`config.mk`:
```
export PLATFORM = sky130hd
export DESIGN_NAME = prog_load_ctrl
export DESIGN_NICKNAME = d
export VERILOG_FILES = /design/src/rtl/prog_load_ctrl.sv
export SDC_FILE = /design/constraint.sdc
export NUM_CORES = 1
export LEC_CHECK = 0
export ABC_AREA = 1
export ABC_CLOCK_PERIOD_IN_PS = 2400
export CORE_MARGIN = 3
export CORE_UTILIZATION = 40
export CTS_BUF_LIST = sky130_fd_sc_hd__clkbuf_2 sky130_fd_sc_hd__clkbuf_4 sky130_fd_sc_hd__clkbuf_8
export DETAILED_ROUTE_END_ITERATION = 12
export DONT_BUFFER_PORTS = 1
export SYNTH_ARGS = -nofsm -noshare
export SYNTH_HDL_FRONTEND = slang
export SYNTH_SLANG_ARGS = --single-unit
export TNS_END_PERCENT = 100
```
`constraint.sdc`:
```
create_clock -name clk -period 2.4 [get_ports clk]
set_input_delay 0.6 -clock clk [delete_from_list [all_inputs] [get_ports clk]]
set_output_delay 0.6 -clock clk [all_outputs]
set_load 0.03 [all_outputs]
```
`src/rtl/prog_load_ctrl.sv`:
```
// Program-load sequencer: unpacks the host word stream into imem lines and dmem words,
// holds the core in reset while loading, then hands both memory ports to the core.
// Optional trailer checksum state is enabled by defining PLOAD_CSUM_EN.
module prog_load_ctrl #(
    parameter int ADDR_LEN = 32,
    parameter int DATA_LEN = 32,
    parameter int IMEM_AW  = 9,
    parameter int DMEM_AW  = 12
) (
    input  logic                  clk,
    input  logic                  reset_x,
    input  logic                  start,
    input  logic                  ld_valid,
    input  logic [DATA_LEN-1:0]   ld_data,
    output logic                  ld_ready,
    output logic                  core_reset,
    output logic                  done,
    output logic                  err,
    input  logic [ADDR_LEN-1:0]   core_pc,
    input  logic                  core_dmem_we,
    input  logic [ADDR_LEN-1:0]   core_dmem_addr,
    input  logic [DATA_LEN-1:0]   core_dmem_wdata,
    output logic [IMEM_AW-1:0]    imem_addr,
    output logic                  imem_we,
    output logic [4*DATA_LEN-1:0] imem_wdata,
    output logic [ADDR_LEN-1:0]   dmem_addr,
    output logic                  dmem_we,
    output logic [DATA_LEN-1:0]   dmem_wdata
);

`ifdef PLOAD_CSUM_EN
    typedef enum logic [2:0] {
        S_HDR_I, S_LOAD_I, S_HDR_D, S_LOAD_D, S_DONE, S_ERR, S_CSUM
    } state_t;
    localparam state_t S_AFTER_D = S_CSUM;
`else
    typedef enum logic [2:0] {
        S_HDR_I, S_LOAD_I, S_HDR_D, S_LOAD_D, S_DONE, S_ERR
    } state_t;
    localparam state_t S_AFTER_D = S_DONE;
`endif

    localparam logic [DATA_LEN-1:0] I_MAX = DATA_LEN'(1) << IMEM_AW;
    localparam logic [DATA_LEN-1:0] D_MAX = DATA_LEN'(1) << DMEM_AW;
    localparam logic [IMEM_AW-1:0]  I_ONE = IMEM_AW'(1);
    localparam logic [DMEM_AW-1:0]  D_ONE = DMEM_AW'(1);

    state_t state, state_next;

    logic                  accept;
    logic [IMEM_AW-1:0]    line_idx, last_line;
    logic [1:0]            lane;
    logic [DMEM_AW-1:0]    word_idx, last_word;
    logic [3*DATA_LEN-1:0] pack;

    logic                  ld_imem_we;
    logic [IMEM_AW-1:0]    ld_imem_addr;
    logic [4*DATA_LEN-1:0] ld_imem_wdata;
    logic                  ld_dmem_we;
    logic [ADDR_LEN-1:0]   ld_dmem_addr;
    logic [DATA_LEN-1:0]   ld_dmem_wdata;

`ifdef PLOAD_CSUM_EN
    logic [DATA_LEN-1:0]   sum;
`endif

    logic unused_core_pc;
    assign unused_core_pc = ^{core_pc[ADDR_LEN-1:IMEM_AW+4], core_pc[3:0]};

    assign accept = ld_valid && ld_ready;

    always_ff @(posedge clk or negedge reset_x) begin
        if (!reset_x) state <= S_HDR_I;
        else          state <= state_next;
    end

    always_comb begin
        state_next = state;
        ld_ready   = 1'b0;
        unique case (state)
            S_HDR_I: begin
                ld_ready = 1'b1;
                if (ld_valid) begin
                    if (ld_data > I_MAX)     state_next = S_ERR;
                    else if (ld_data == '0)  state_next = S_HDR_D;
                    else                     state_next = S_LOAD_I;
                end
            end
            S_LOAD_I: begin
                ld_ready = 1'b1;
                if (ld_valid && lane == 2'd3 && line_idx == last_line)
                    state_next = S_HDR_D;
            end
            S_HDR_D: begin
                ld_ready = 1'b1;
                if (ld_valid) begin
                    if (ld_data > D_MAX)     state_next = S_ERR;
                    else if (ld_data == '0)  state_next = S_AFTER_D;
                    else                     state_next = S_LOAD_D;
                end
            end
            S_LOAD_D: begin
                ld_ready = 1'b1;
                if (ld_valid && word_idx == last_word)
                    state_next = S_AFTER_D;
            end
`ifdef PLOAD_CSUM_EN
            S_CSUM: begin
                ld_ready = 1'b1;
                if (ld_valid)
                    state_next = (ld_data == sum) ? S_DONE : S_ERR;
            end
`endif
            S_DONE, S_ERR: begin
                if (start) state_next = S_HDR_I;
            end
            default: state_next = S_HDR_I;
        endcase
    end

    always_ff @(posedge clk or negedge reset_x) begin
        if (!reset_x) begin
            core_reset    <= 1'b1;
            line_idx      <= '0;
            last_line     <= '0;
            lane          <= '0;
            word_idx      <= '0;
            last_word     <= '0;
            pack          <= '0;
            ld_imem_we    <= 1'b0;
            ld_imem_addr  <= '0;
            ld_imem_wdata <= '0;
            ld_dmem_we    <= 1'b0;
            ld_dmem_addr  <= '0;
            ld_dmem_wdata <= '0;
`ifdef PLOAD_CSUM_EN
            sum           <= '0;
`endif
        end else begin
            ld_imem_we <= 1'b0;
            ld_dmem_we <= 1'b0;
            // Falls one cycle after DONE so the final load write completes under reset
            core_reset <= (state != S_DONE);
            if ((state == S_DONE || state == S_ERR) && start) begin
                line_idx <= '0;
                lane     <= '0;
                word_idx <= '0;
                pack     <= '0;
`ifdef PLOAD_CSUM_EN
                sum      <= '0;
`endif
            end
            if (accept) begin
`ifdef PLOAD_CSUM_EN
                if (state != S_CSUM) sum <= sum + ld_data;
`endif
                case (state)
                    S_HDR_I: begin
                        last_line <= ld_data[IMEM_AW-1:0] - I_ONE;
                        line_idx  <= '0;
                        lane      <= '0;
                    end
                    S_LOAD_I: begin
                        pack <= {pack[2*DATA_LEN-1:0], ld_data};
                        lane <= lane + 2'd1;
                        if (lane == 2'd3) begin
                            ld_imem_we    <= 1'b1;
                            ld_imem_addr  <= line_idx;
                            ld_imem_wdata <= {pack, ld_data};
                            line_idx      <= line_idx + I_ONE;
                        end
                    end
                    S_HDR_D: begin
                        last_word <= ld_data[DMEM_AW-1:0] - D_ONE;
                        word_idx  <= '0;
                    end
                    S_LOAD_D: begin
                        ld_dmem_we    <= 1'b1;
                        ld_dmem_addr  <= {{(ADDR_LEN-DMEM_AW-2){1'b0}}, word_idx, 2'b00};
                        ld_dmem_wdata <= ld_data;
                        word_idx      <= word_idx + D_ONE;
                    end
                    default: ;
                endcase
            end
        end
    end

    assign done = (state == S_DONE) && !core_reset;
    assign err  = (state == S_ERR);

    always_comb begin
        if (core_reset) begin
            imem_addr  = ld_imem_addr;
            imem_we    = ld_imem_we;
            imem_wdata = ld_imem_wdata;
            dmem_addr  = ld_dmem_addr;
            dmem_we    = ld_dmem_we;
            dmem_wdata = ld_dmem_wdata;
        end else begin
            imem_addr  = core_pc[IMEM_AW+3:4];
            imem_we    = 1'b0;
            imem_wdata = '0;
            dmem_addr  = core_dmem_addr;
            dmem_we    = core_dmem_we;
            dmem_wdata = core_dmem_wdata;
        end
    end

endmodule

```
==> reports/qor.csv <==
metric;value;unit
Cell Area, Synth;0.01552;mm2
number of DRC markers in iteration 0;1104;
antenna-violating nets left;0;
number of endpoints with negative hold slack in the final report;326;
# setup viols final;204;
Area Overhead vs Synth;38.11;%
DRC;0;
most instantiated flip-flop cell in the synthesis netlist;dfrtp_1;
post-layout instance count excluding filler cells;2507;
Reg2Reg Launch Point;state[1];
part of the power in registers;33.1;%
number of antenna violations at the first check in global routing;2;
Leakage;0.01042;uW
endpoint arrival time on the critical path;2080;ps
Sw Share;40.24;%
most common cell after layout, fill and taps aside;nand2_1;
Die H;203.0;um
crit-path max FO;25;
worst hold slack across all endpoints;-347.2;ps
Comb power frac;42.5;%
instance count after placement with tap cells included;2348;
Num CTS Buffers;56;
Critical Path Source Type;flip-flop;
utilization after layout;56.52;%
async set-or-reset flop fraction in the synthesized netlist;100.0;%
final weighted congestion in routability-driven placement;0.8511;
Die Span X;203.0;um
final critical-path share of the clock period;111.6;%
Core ar.;0.03793;mm2
total power divided by cell area;1043;mW/mm2
type of the worst setup path;reg -> out;
Peak VDD IR;0.8121;mV
total clock sinks;327;
number of cell instances on the worst register-to-register path;7;
RSZ-0062 raised after global routing;yes;
sequential cell area fraction in the yosys report;52.72;%
maximum number of buffers from clock root to sink;3;
clock latency on the worst-skew pair;650;ps
clock tree root driver cell;clkbuf_8;
Via-to-Cell Ratio;5.315;
net count of the mapped netlist;2028;
starting density of the core;40.92;%
MaxCap Viol Count;0;
CP required;1800;ps
violations in the final reports;negative hold slack, negative setup slack;
tightest slew margin relative to the limit;37.41;%
global router's overall resource usage;23.04;%
detailed-route wire length;53070;um
vias in the first global route;13170;
Row Count;71;
grt total ovfl;0;
most frequent cells in the layout;401 x nand2_1, 325 x dfrtp_1, 256 x o21ai_0, 125 x nand3_1, 121 x inv_1;
worst clock skew;22.21;ps
path type of the worst min-delay path;in -> async;
number of enable-type register cells in the synthesized netlist;0;
final worst path period need;2680;ps
synthesis-stage register bit count;327;
Yosys Warn Count;0;
detailed placer's ending HPWL;30500;um
maximum number of pins on one net before global-route repair;328;
crit path capture type;output pin;
net switching component of the power;8996;uW
final critical-path setup slack;-279.5;ps
clock-pin slew on the worst setup and hold paths;60;ps
DR vias;13330;
layout cells sized above 1;28.69;%
final standard cell area without fillers;0.02144;mm2
count of buffers inserted at the top-level ports;0;
critical path launch point;core_reset;
I/O pin total;340;
die area;0.04120;mm2
router iterations before antenna repair;6;
max-slew violation count;0;
maximum clock frequency;373.2;MHz
count of distinct cell types in the synthesized netlist;37;
result of the run;complete, but fails checks;
wire length of the first global-routing pass;75210;um
Gate Count Post-Synth;1890;
Clk pwr share;24.4;%
TritonCTS clock tree;done;
depth of the CTS H-tree;2;
pin slew with the least headroom to its limit;938.9;ps
Final #Nets;2090;
detailed-route wire length per cell;21.17;um
placed standard-cell area;0.01629;mm2
mean instance size in the synthesized netlist;8.213;um2
cell internal power dissipation;13360;uW
-- what timing repair did --
item	4_1_cts	5_1_grt
cloned	13	12
buffers inserted	22	19
endpoints found under the hold margin	327	327
pin swaps	9	16
setup endpoints to repair	205	204
resized for setup	431	513
-- sequential cells by signal, indices dropped and copies added, names as in the netlist, 2 cells and up --
name / cells
last_word: 12
line_idx: 9
last_line: 9
state: 3
lane: 2
ld_dmem_addr: 12
pack: 96
word_idx: 12
ld_imem_addr: 9
ld_imem_wdata: 128
ld_dmem_wdata: 32
-- area by class of cell --
cell class	instances	area [um2]
Antenna cell	2	5.005
Tap cell	511	639.4
Sequential cell	327	8189
Timing Repair Buffer	110	1824
Multi-Input combinational cell	1198	7815
Clock buffer	86	1065
Fill cell	3166	16490
Inverter	259	1763
Clock inverter	14	137.6
-- synthesized netlist by cell type (4+ instances only) --
cell	number	area share, %
buf_1	5	0.12
a21oi_1	31	1.0
clkbuf_1	50	1.2
nor2_1	111	2.7
buf_2	38	1.2
o21ai_1	32	1.0
nand2_1	521	13
buf_4	5	0.24
nand3_1	125	4.0
inv_1	251	6.1
xor2_1	17	0.96
ha_1	5	0.40
dfrtp_1	326	53
nor2_2	4	0.16
inv_2	8	0.19
mux2_2	59	4.3
buf_6	8	0.58
mux2_1	11	0.80
o21ai_0	256	8.3
-- routing by layer --
metal / vias up / GRT usage (%) / routed length (um)
met5: - / 0 / 0
li1: 6099 / - / -
met3: 93 / 5.499 / 3792
met2: 543 / 37.34 / 26250
met4: 0 / 7.077 / 1586
met1: 6590 / 30.83 / 21430
-- logic make-up (layout without fill, tap and decap cells) --
logic type               after synthesis  count (layout)  synth area share (%)
AO/OA/AOI/OAI                        333             333                 11.00
XOR/XNOR                              17              17                0.9592
adder cells (fa/ha/maj)                5               5                0.4030
buffers and inverters                365             469                 9.641
flip-flops                           327             327                 52.72
multiplexers                          70              70                 5.078
other                                  0               2                     0
AND/OR/NAND/NOR                      773             773                 20.19
-- worst paths after layout --
check                                           to  slack (ps)
worst min-delay path             ld_dmem_wdata[21]        -350
worst max register to register         line_idx[2]         290
max in group asynchronous         ld_imem_wdata[9]        1960
worst min register to register  ld_imem_wdata[110]         490
min in group clk                 ld_dmem_wdata[18]          80
worst max-delay path                dmem_wdata[30]        -280
-- power groups by stage --
stage | combinational (uW) | clock, uW | sequential [uW]
global placement | 5710 | 0 | 7360
floorplan | 4630 | 0 | 7150
detailed placement | 5800 | 0 | 7390
CTS | 7680 | 5530 | 7340
finish | 9490 | 5460 | 7410
global route | 10100 | 5790 | 7520
-- metrics by stage --
| step | total power [uW] | setup WS, ps | setup TNS [ps] |
|---|---|---|---|
| floorplan | 11790 | 92.18 | 0 |
| finish | 22360 | -279.5 | -39540 |
| CTS | 20550 | -314.9 | -45930 |
| global route | 23400 | -340.5 | -52650 |
| global placement | 13070 | 242.1 | 0 |
| detailed placement | 13200 | 229.2 | 0 |
-- critical path, stage by stage (launching register included) --
cell and delay, ps:
dfstp_4 640, buf_12 140, buf_16 210, mux2_4 390
No activity file was read; power rests on OpenSTA's default activity.
